**src/rtl/reg_file_mp_if.sv**
```systemverilog
// Register file bus: write port, flattened read ports and the ready flag.
interface reg_file_mp_if #(
  parameter int XLEN = 32,
  parameter int NREG = 32,
  parameter int NRD  = 2
);
  localparam int AW = $clog2(NREG);

  logic                 write_en;
  logic [AW-1:0]        write_addr;
  logic [XLEN-1:0]      write_value;
  logic [NRD*AW-1:0]    rs_addr;
  logic [NRD*XLEN-1:0]  rs_data;
  logic                 ready;

  modport master (output write_en, write_addr, write_value, rs_addr,
                  input  rs_data, ready);
  modport slave  (input  write_en, write_addr, write_value, rs_addr,
                  output rs_data, ready);
endinterface

```
**src/rtl/reg_file_mp.sv**
```systemverilog
// Multi-read-port register file with post-reset clear sequencer and hardwired x0.
// Define REG_FILE_BYPASS_EN to forward a same-cycle write to matching read ports.
module reg_file_mp_rd_port #(
  parameter int XLEN = 32,
  parameter int NREG = 32,
  parameter int AW   = 5
) (
  input  logic                       ready,
  input  logic [AW-1:0]              rd_addr,
  input  logic [NREG-1:0][XLEN-1:0]  mem,
  input  logic                       fwd_vld,
  input  logic [AW-1:0]              fwd_addr,
  input  logic [XLEN-1:0]            fwd_data,
  output logic [XLEN-1:0]            rd_data
);
  always_comb begin
    rd_data = '0;
    // fwd_vld already excludes x0, so the x0 check below still wins
    if (ready && rd_addr != '0) begin
      if (fwd_vld && fwd_addr == rd_addr) rd_data = fwd_data;
      else                                rd_data = mem[rd_addr];
    end
  end
endmodule

module reg_file_mp #(
  parameter int XLEN = 32,
  parameter int NREG = 32,
  parameter int NRD  = 2
) (
  input  logic         clk,
  input  logic         reset,
  reg_file_mp_if.slave bus
);
  localparam int AW = $clog2(NREG);

  typedef enum logic {CLEAR, RUN} state_t;

  state_t                    state_q, state_d;
  logic [AW:0]               idx_q, idx_d;
  logic                      ready_q, ready_d;
  logic                      mem_we;
  logic [AW-1:0]             mem_waddr;
  logic [XLEN-1:0]           mem_wdata;
  logic [NREG-1:0][XLEN-1:0] mem;
  logic [NRD-1:0][XLEN-1:0]  rd_data;
  logic                      fwd_vld;

  always_ff @(posedge clk) begin
    if (reset) begin
      state_q <= CLEAR;
      idx_q   <= '0;
      ready_q <= 1'b0;
    end else begin
      state_q <= state_d;
      idx_q   <= idx_d;
      ready_q <= ready_d;
    end
  end

  // Storage has no reset; contents are masked until the clear finishes
  always_ff @(posedge clk) begin
    if (!reset && mem_we) mem[mem_waddr] <= mem_wdata;
  end

  always_comb begin
    state_d   = state_q;
    idx_d     = idx_q;
    ready_d   = ready_q;
    mem_we    = 1'b0;
    mem_waddr = '0;
    mem_wdata = '0;
    case (state_q)
      CLEAR: begin
        // Pipeline writes are dropped here; the clear owns the write port
        mem_we    = 1'b1;
        mem_waddr = idx_q[AW-1:0];
        idx_d     = idx_q + (AW+1)'(1);
        if (idx_q[AW-1:0] == AW'(NREG-1)) begin
          state_d = RUN;
          ready_d = 1'b1;
        end
      end
      RUN: begin
        if (bus.write_en && bus.write_addr != '0) begin
          mem_we    = 1'b1;
          mem_waddr = bus.write_addr;
          mem_wdata = bus.write_value;
        end
      end
      default: state_d = CLEAR;
    endcase
  end

`ifdef REG_FILE_BYPASS_EN
  assign fwd_vld = ready_q && bus.write_en && (bus.write_addr != '0);
`else
  assign fwd_vld = 1'b0;
`endif

  for (genvar i = 0; i < NRD; i++) begin : g_rd
    reg_file_mp_rd_port #(.XLEN(XLEN), .NREG(NREG), .AW(AW)) u_rd (
      .ready    (ready_q),
      .rd_addr  (bus.rs_addr[i*AW +: AW]),
      .mem      (mem),
      .fwd_vld  (fwd_vld),
      .fwd_addr (bus.write_addr),
      .fwd_data (bus.write_value),
      .rd_data  (rd_data[i])
    );
  end

  assign bus.rs_data = rd_data;
  assign bus.ready   = ready_q;
endmodule

```
**src/flat_wrapper.sv**
```systemverilog
// flat-port wrapper written by rule: the top's interface ports become plain ports
module reg_file_mp_flat 
#(
  parameter int XLEN = 32,
  parameter int NREG = 32,
  parameter int NRD  = 2
)
  (clk, reset, bus_write_en, bus_write_addr, bus_write_value, bus_rs_addr, bus_rs_data, bus_ready);
  reg_file_mp_if #(.XLEN(XLEN), .NREG(NREG), .NRD(NRD)) bus_i ();
  input  logic clk;
  input  logic reset;
  input wire logic [$bits(bus_i.write_en)-1:0] bus_write_en;
  input wire logic [$bits(bus_i.write_addr)-1:0] bus_write_addr;
  input wire logic [$bits(bus_i.write_value)-1:0] bus_write_value;
  input wire logic [$bits(bus_i.rs_addr)-1:0] bus_rs_addr;
  output wire logic [$bits(bus_i.rs_data)-1:0] bus_rs_data;
  output wire logic [$bits(bus_i.ready)-1:0] bus_ready;
  assign bus_i.write_en = bus_write_en;
  assign bus_i.write_addr = bus_write_addr;
  assign bus_i.write_value = bus_write_value;
  assign bus_i.rs_addr = bus_rs_addr;
  assign bus_rs_data = bus_i.rs_data;
  assign bus_ready = bus_i.ready;
  reg_file_mp #(.XLEN(XLEN), .NREG(NREG), .NRD(NRD)) u_core (.clk(clk), .reset(reset), .bus(bus_i));
endmodule
```
**config.mk**
```make
export PLATFORM = sky130hd
export DESIGN_NAME = reg_file_mp_flat
export DESIGN_NICKNAME = d
export VERILOG_FILES = /design/src/rtl/reg_file_mp_if.sv /design/src/rtl/reg_file_mp.sv /design/src/flat_wrapper.sv
export SDC_FILE = /design/constraint.sdc
export NUM_CORES = 1
export LEC_CHECK = 0
export ABC_AREA = 1
export BUFFER_PORTS_ARGS = -buffer_cell sky130_fd_sc_hd__buf_2
export CORE_MARGIN = 4
export CORE_UTILIZATION = 25
export DETAILED_ROUTE_END_ITERATION = 8
export MAX_ROUTING_LAYER = met4
export PLACE_DENSITY = 0.39
export SYNTH_ARGS = -nofsm -noshare
export SYNTH_HDL_FRONTEND = slang
export SYNTH_SLANG_ARGS = --single-unit
```
**constraint.sdc**
```tcl
create_clock -name clk -period 7.5 [get_ports clk]
set_input_delay 1.5 -clock clk [delete_from_list [all_inputs] [get_ports clk]]
set_output_delay 1.5 -clock clk [all_outputs]
set_load 0.1 [all_outputs]
```
==> flow_results.org, run 1 <==
** Die
- For this configuration, the core starts out at a cell density of 25.2%.
- After floorplanning, the core was divided into 166 placement rows.
- Area of the placeable core :: 205000 µm²
- X dimension of the die :: 462 µm
- Area of the die :: 214000 µm²
- Die height :: 462 µm
- 115 I/O pins were placed.

** Timing
- Ratio of final minimum period to clock period :: 85.3%
- TNS Setup :: 0 ns
- Setup Viol. Count Final :: 0
- Max Transition Viols Final :: 0
- Setup repair after global routing left no endpoint under its margin.
- Measured against its own limit, the worst slew margin works out to 9.56%.
- Worst hold-check slack :: 0.487 ns
- Actual transition at the worst max-transition pin :: 1.36 ns
- Worst Skew :: 0.0200 ns
- For this run, the top clock speed supported by timing is 156 MHz.
- The smallest clock period supported by the final layout is computed as 6.39 ns.
- Number of hold violations in the final report :: 0

** Synthesis
- Proportion of netlist area held by the largest area contributor :: 59.6%
- Counting instances in the post-synthesis netlist gives the leading cell types as sky130_fd_sc_hd__nand2_1, sky130_fd_sc_hd__nand3_1, sky130_fd_sc_hd__edfxtp_1.
- After Yosys synthesis, and, or, nand and nor cells account for 32.2% of the synthesized area.
- Summed over all instances, the cell type with the most area after synthesis is sky130_fd_sc_hd__edfxtp_1.
- Ranked by total cell area, the synthesized netlist is headed by sky130_fd_sc_hd__edfxtp_1, sky130_fd_sc_hd__nand2_1, sky130_fd_sc_hd__nand3_1.
- Counting every net in the synthesized netlist gives 6018.
- Post-synthesis share of cell area spent on full adders, half adders and majority gates :: 0.0485%
- After synthesis, the largest family of logic cells by area is simple AND/OR/NAND/NOR gates.
- The synthesized netlist contains 20 unique library cells.
- Post-synthesis mux area share :: 0%
- Post-Syn Area :: 51600 µm²
- Share of the yosys chip area belonging to registers :: 59.8%
- Main flop type after synthesis :: sky130_fd_sc_hd__edfxtp_1
- During synthesis, Yosys emitted a total of 0 warnings.
- Parity-gate share of the synthesized area counting xor and xnor cells :: 0%
- Summing the areas of all compound-gate instances in the mapped netlist gives 3.63% of the synthesized area.
- Avg Cell Area, Syn :: 8.65 µm²
- Yosys instantiated no cell more often than sky130_fd_sc_hd__nand2_1.
- Counting flops with a built-in enable in the synthesized netlist gives 1024.
- Async SR Flop Fraction :: 0%
- After synthesis the netlist holds a flip-flop and latch count of 1031.
- The cell count after synthesis came out at 5966.

** Pwr
- The analysis attributes to cell leakage a power of 23.5 nW.
- For this design the ratio of total power to cell area is 228 nW/µm².
- Largest voltage drop on the vdd net :: 247 µV

** GRT
- Entering global routing, the biggest net connects 127 pins.
- Global routing used 21.5% of the available tracks.
- Via count of the first global-routing pass :: 42065
- GRT Residual Overflow :: 0
- Initial antenna violation count :: 6
- Global-route wire length before repair :: 324 mm

** Final layout
- The post-route netlist has 8.30% of its cells at a drive strength greater than 1.
- Filler-free cell count of the finished design :: 8721
- Measured on the finished design, the core utilization comes to 29.2%.
- Net total in the final layout :: 5993
- Number of diodes :: 0
- Area Overhead vs Synth :: 16.0%

** Worst setup path
- Crit path largest cell delay :: 1.01 ns
- Critical path fanouts, max :: 45
- The worst setup path is captured at an output pin.
- Worst endpoint required time :: 6.00 ns
- On the critical path, the stage with the largest delay is an instance of sky130_fd_sc_hd__nor2_4.
- STA classifies the critical path startpoint as an input port.
- Data arrival at the endpoint of the critical path :: 4.89 ns
- The signal on the critical path passes through clkbuf_8 > nor2_4 > buf_4 > nand2_1 > nand2_1 > nor2_1 > nand2_1 > nand3_1 > a21oi_1 > buf_12.
- Most used cell along the critical path :: sky130_fd_sc_hd__nand2_1
- Type of the setup path with the least slack :: input port to output pin

** Clock network
- After clock tree synthesis, the setup repair step added 0 buffers.
- TritonCTS built the clock tree.
- After clock tree synthesis, the clock-pin slew on the worst setup and hold paths is 0.05 ns.
- In this run, post-CTS hold repair placed 0 buffers.
- The tree is rooted in a sky130_fd_sc_hd__clkbuf_16.
- Insertion delay of the later-clocked pin in the worst-skew pair :: 0.78 ns
- Clock Sinks :: 1031
- Buffers inserted during clock tree synthesis total 133.
- Post-CTS Resized :: 0
- Max Root-Sink Buffers :: 3
- The H-tree generated during clock tree synthesis spans 4 levels.

** Placement
- After legalization and detailed placement, the total HPWL measured 122 mm.
- Buffers added on ports :: 114
- Including well taps, the total number of placed cells is 8494.
- At the end of routability-driven placement, the weighted congestion stood at 0.791.

** Drt
- Initial DRC count :: 4654
- Drc violations :: 0
- Vias per cell :: 5.07
- Detailed-route wire length :: 232 mm
- The detail route stage leaves a number of antenna-violating nets equal to 0.
- The first detailed-routing pass took 6 iterations.
- The routed layout has 44197 vias.
- After detailed routing, the average wire length per cell comes to 26.6 µm.

** Run
- The tool flagged a number of max-cap violations equal to 0.

** Hold path
- In this run the worst hold path is classified as flop to flop.

** Run status
- The run finished with clean final reports.
-- flip-flops by register name (all words and copies together) (netlist names) --
register,cells
u_core.state_q,1
u_core.bus.ready,1
u_core.idx_q,5
u_core.mem,1024
-- through the flow --
step	total power, mW	instance area [µm²]	worst slack [ns]
5_1_grt	14.1	59900	1.06
2_1_floorplan	7.20	51600	2.17
3_3_place_gp	7.71	55900	1.11
3_5_place_dp	7.71	55900	1.16
4_1_cts	13.7	59900	1.15
6_report	13.6	59900	1.11
-- worst paths after layout --
path / startpoint / end / slack, ns / cells past startpoint
min: u_core.idx_q[1] / u_core.idx_q[1] / 0.49 / 2
max: bus_rs_addr[6] / bus_rs_data[54] / 1.11 / 10
min reg2reg: u_core.idx_q[1] / u_core.idx_q[1] / 0.49 / 2
max reg2reg: u_core.state_q / u_core.mem[919] / 3.36 / 5
-- power breakdown --
group | switching (mW) | internal, mW
Combinational | 0.964 | 0.328
Clock | 2.59 | 3.44
Sequential | 0.0162 | 6.29
-- placed cells by master, fill, tap and decap left out, types with 2 or more instances in the layout --
master and count:
sky130_fd_sc_hd__buf_8 2, sky130_fd_sc_hd__nand4_1 2, sky130_fd_sc_hd__inv_8 4, sky130_fd_sc_hd__clkinv_1 25
sky130_fd_sc_hd__inv_1 68, sky130_fd_sc_hd__nor2_4 34, sky130_fd_sc_hd__clkbuf_16 137, sky130_fd_sc_hd__dfxtp_1 7
sky130_fd_sc_hd__o21a_1 2, sky130_fd_sc_hd__buf_12 52, sky130_fd_sc_hd__o21ai_0 44, sky130_fd_sc_hd__nor3_1 4
sky130_fd_sc_hd__clkinv_2 15, sky130_fd_sc_hd__inv_4 2, sky130_fd_sc_hd__bufinv_16 3, sky130_fd_sc_hd__nor2_2 30
sky130_fd_sc_hd__buf_2 72, sky130_fd_sc_hd__inv_2 2, sky130_fd_sc_hd__inv_6 9, sky130_fd_sc_hd__clkbuf_8 4
sky130_fd_sc_hd__buf_4 126, sky130_fd_sc_hd__nand2_4 4, sky130_fd_sc_hd__nand2_1 2811, sky130_fd_sc_hd__nand3_1 1093
sky130_fd_sc_hd__clkbuf_1 38, sky130_fd_sc_hd__edfxtp_1 1024, sky130_fd_sc_hd__nor2_1 85, sky130_fd_sc_hd__clkinv_8 2
sky130_fd_sc_hd__ha_1 2, sky130_fd_sc_hd__a21oi_1 325
-- worst max-delay path, delay by kind of cell --
| family | cells | cell delay [ns] |
|---|---|---|
| buffers and inverters | 3 | 1.13 |
| AO/OA/AOI/OAI | 1 | 0.68 |
| AND/OR/NAND/NOR | 6 | 1.44 |
-- metal layers --
layer / up-vias / track usage [%] / share of wire (%)
met5: - / - / 0
met4: 0 / 6.38 / 3.0
met3: 347 / 2.81 / 6.5
met2: 1922 / 34.4 / 47
met1: 21878 / 28.6 / 44
li1: 20050 / - / -
-- final cells by class --
cell class                 instances  area (µm²)
inverter                          80         348
timing repair buffer             256        2430
sequential                      1031       30900
fill                           21245      145000
clock inverter                    52         370
tap                             2688        3360
multi-input combinational       4439       18900
clock buffer                     175        3570
-- cell families (layout without fill, tap and decap cells) --
logic type,after synthesis,after routing
buffers and inverters,496,563
AND/OR/NAND/NOR,4064,4064
adder cells (fa/ha/maj),2,2
flip-flops,1031,1031
AO/OA/AOI/OAI,373,373
(Power assumes the default switching activity.)
==> run 2: changes to the inputs <==
--- a/config.mk
+++ b/config.mk
@@ -5,7 +5,6 @@
 export SDC_FILE = /design/constraint.sdc
 export NUM_CORES = 1
 export LEC_CHECK = 0
-export ABC_AREA = 1
 export BUFFER_PORTS_ARGS = -buffer_cell sky130_fd_sc_hd__buf_2
 export CORE_MARGIN = 4
 export CORE_UTILIZATION = 25
@@ -15,3 +14,4 @@
 export SYNTH_ARGS = -nofsm -noshare
 export SYNTH_HDL_FRONTEND = slang
 export SYNTH_SLANG_ARGS = --single-unit
+export TNS_END_PERCENT = 10
==> flow_results.org, run 2 <==
** Run status
- Status :: finished clean

** Final layout
- Registers with the most flip-flops :: u_core.mem x1024, u_core.idx_q x5
- Number of flip-flops in the largest register :: 1024
- Register ranked first by flip-flop count :: u_core.mem
- Area Overhead vs Synth :: 16.3%
- The library cell used most frequently in the layout, excluding fill and tap cells, is sky130_fd_sc_hd__edfxtp_1.
- Of the cells placed in the final design, the portion with a size suffix greater than 1 is 23.3%.
- Top library cells by usage in the layout, fill and taps aside :: sky130_fd_sc_hd__edfxtp_1, sky130_fd_sc_hd__mux2i_1, sky130_fd_sc_hd__mux4_2
- After the last flow step, the layout net total stands at 3090.
- After routing the design area is 56200 µm².

** Synthesis
- Summing every instance area after synthesis gives 48300 µm².
- Most repeated cell in the gate-level netlist after synthesis :: sky130_fd_sc_hd__edfxtp_1
- By area the synthesized netlist is led by sky130_fd_sc_hd__edfxtp_1, sky130_fd_sc_hd__mux4_2, sky130_fd_sc_hd__mux2i_1.
- Async SR Flop Fraction :: 0%
- Post-synth EDFFs :: 1024
- Counting every net in the synthesized netlist gives 2961.
- For this run, the number of Yosys warnings is 0.
- Avg Cell Area, Syn :: 16.6 µm²
- Post-synthesis instance total :: 2909
- Seq cells post-synth :: 1031
- Share of the yosys chip area belonging to registers :: 64.0%
- Main flop type after synthesis :: sky130_fd_sc_hd__edfxtp_1
- Synth area leader :: sky130_fd_sc_hd__edfxtp_1
- Count of cell types in the netlist :: 50
- Of the post-synthesis cell area, the dominant cell type holds 63.7%.
- Ranked by instance count, the synthesized netlist is headed by sky130_fd_sc_hd__edfxtp_1, sky130_fd_sc_hd__mux2i_1, sky130_fd_sc_hd__mux4_2.

** Pwr
- In this run the power density over the cells is 229 nW/µm².
- Total power for the finished layout comes to 12.9 mW.
- Leakage power of the design :: 18.7 nW
- IR analysis of the VDD net gives a maximum drop of 184 µV.

** Worst setup path
- Register-to-register path setup slack :: 3.59 ns
- For the worst setup path, the data required time is 6.00 ns.
- The worst setup path is of the input port to output pin kind.
- Data on the critical path arrives at its endpoint at 4.54 ns.
- STA classifies the critical path startpoint as an input port.
- In this run the critical register-to-register path is launched from u_core.state_q.
- Measured in cells, the most critical reg-to-reg path has a length of 5.
- STA classifies the critical path endpoint as an output pin.
- In this run the worst setup path begins at bus_rs_addr[5].
- The endpoint identified for the worst register-to-register timing path is u_core.mem[364].
- Of all nets on the critical path, the largest fanout is 54.

** Timing
- Setup violations remaining at the end of the flow were counted as 0.
- Maximum clock frequency :: 166 MHz
- Dividing the final minimum period by the clock period gives 80.5%.
- Actual transition at the worst max-transition pin :: 1.33 ns
- The max-slew violation total from the final report was 0.
- Worst Skew :: 0.0250 ns
- The number of failing hold endpoints at the final stage was 0.
- RSZ-0062 raised after global routing :: false
- Measured against its own limit, the worst slew margin works out to 10.8%.
- Min cycle time layout :: 6.04 ns
- Setup total negative slack on the finished layout was measured at 0 ns.
- Worst setup slack after layout :: 1.46 ns

** Drt
- Dividing the detail-routed wire length by the instance count gives 33.6 µm.
- Length of routed met3 wiring :: 8.14 mm
- Drc violations :: 0
- First-pass iteration count of the detailed router :: 6
- Detailed-route wire length :: 190 mm
- The detailed router put a total of 83.7 mm of wire on met1.
- Max layer used :: met4
- Via count :: 29374
- After detailed routing, the number of vias per cell comes to 5.18.
- After detailed routing, the met2 layer carries 94.0 mm of wire.
- After the first detailed-routing iteration, the DRC count stood at 2974.
- Antenna Violating Nets Remaining :: 0

** GRT
- Gr usage total :: 19.2%
- For this run the aggregate overflow at the end of global routing stands at 0.
- The first global-routing pass estimated 259 mm of wire.
- Initial antenna violation count :: 14
- Via count of the first global-routing pass :: 30409
- Largest net degree at the start of global routing :: 91

** Die
- The core region is 192000 µm².
- Die height :: 447 µm
- Number of top-level pins :: 115
- The die covers 200000 µm².
- Cell Rows :: 161
- Once the floorplan was initialized, standard cells occupied 25.1% of the core.
- X dimension of the die :: 447 µm

** Clock network
- Post-CTS Setup Inserts :: 0
- Post-CTS Resized :: 0
- Library cell used as clock root buffer :: sky130_fd_sc_hd__clkbuf_16
- In this run the deepest clock path goes through 3 buffers.
- Insertion delay of the later-clocked pin in the worst-skew pair :: 0.76 ns
- TritonCTS built the clock tree.
- Number of buffers added to fix hold violations after cts :: 0
- CTS saw 1031 sinks.
- Clock-pin slew was measured on the worst setup and hold paths at 0.05 ns.
- Number of levels the H-tree was split into :: 3
- CTS Buf Count :: 114

** Placement
- Once detailed placement completed, the half-perimeter wirelength came to 114 mm.
- Buffers placed on the I/O ports in this run total 114.
- Weighted congestion at the end of routability-driven global placement :: 0.794
- At the placement stage, the worst setup path has a slack of 1.39 ns.
- Instance area at placement :: 52300 µm²

** Hold path
- End of the worst hold path :: u_core.idx_q[4]
- In this run the most critical hold path is launched from u_core.idx_q[4].
- Count of cells along the worst hold path :: 2
- HP Class :: flop to flop

** Run
- Across the run, the number of max-cap violations was 0.
run 2: worst max-delay path, cell delays in order:
cell                       delay [ns]
sky130_fd_sc_hd__clkbuf_8        0.32
sky130_fd_sc_hd__nor2b_4         0.64
sky130_fd_sc_hd__buf_4           0.42
sky130_fd_sc_hd__a22oi_1         0.13
sky130_fd_sc_hd__a31oi_1         0.45
sky130_fd_sc_hd__nand4_1         0.48
sky130_fd_sc_hd__buf_2           0.46
run 2: report_power, final:
part | switching [mW] | leakage, nW | internal [mW]
combinational | 0.465 | 7.63 | 0.293
sequential | 0.0175 | 9.22 | 6.28
clock | 2.41 | 1.86 | 3.42
run 2: metrics by stage:
stage / cells / hold WS (ns) / util, %
after floorplan: 2909 / 0.510 / -
after global placement: 5448 / 0.554 / 27.2
after detailed placement: 5448 / 0.569 / 27.2
after CTS: 5661 / 0.578 / 29.2
after global routing: 5665 / 0.629 / 29.2
final: 5666 / 0.570 / 29.2
run 2: logic make-up (layout without fill, tap and decap cells):
family | Yosys count | count (layout) | share of synthesized area [%]
other | 0 | 5 | 0
flip-flops | 1031 | 1031 | 64.0
AND/OR/NAND/NOR | 462 | 462 | 4.80
adder cells (fa/ha/maj) | 2 | 2 | 0.0518
buffers and inverters | 236 | 462 | 2.61
XOR/XNOR | 3 | 3 | 0.0544
AO/OA/AOI/OAI | 400 | 400 | 5.87
multiplexers | 775 | 775 | 22.6
run 2: layer usage:
layer / up-vias / global-route usage [%]
met4: 0 / 5.04
li1: 12285 / -
met5: - / -
met2: 868 / 31.9
met1: 16016 / 25.1
met3: 205 / 2.14
run 2: how the worst max path moves through the flow:
stage,to,slack (ns),cells past startpoint
after global placement,bus_rs_data[39],1.38,8
after global routing,bus_rs_data[39],1.30,8
after floorplan,bus_rs_data[36],2.31,7
after detailed placement,bus_rs_data[39],1.39,8
after CTS,bus_rs_data[39],1.38,8
final,bus_rs_data[35],1.46,7
run 2: area by class of cell:
class	instances	area [µm²]
clock inverter	74	788
timing repair buffer	246	1720
antenna	5	12.5
inverter	3	11.3
sequential	1031	30900
fill	19124	136000
multi-input combinational	1642	16600
clock buffer	139	3010
tap	2526	3160
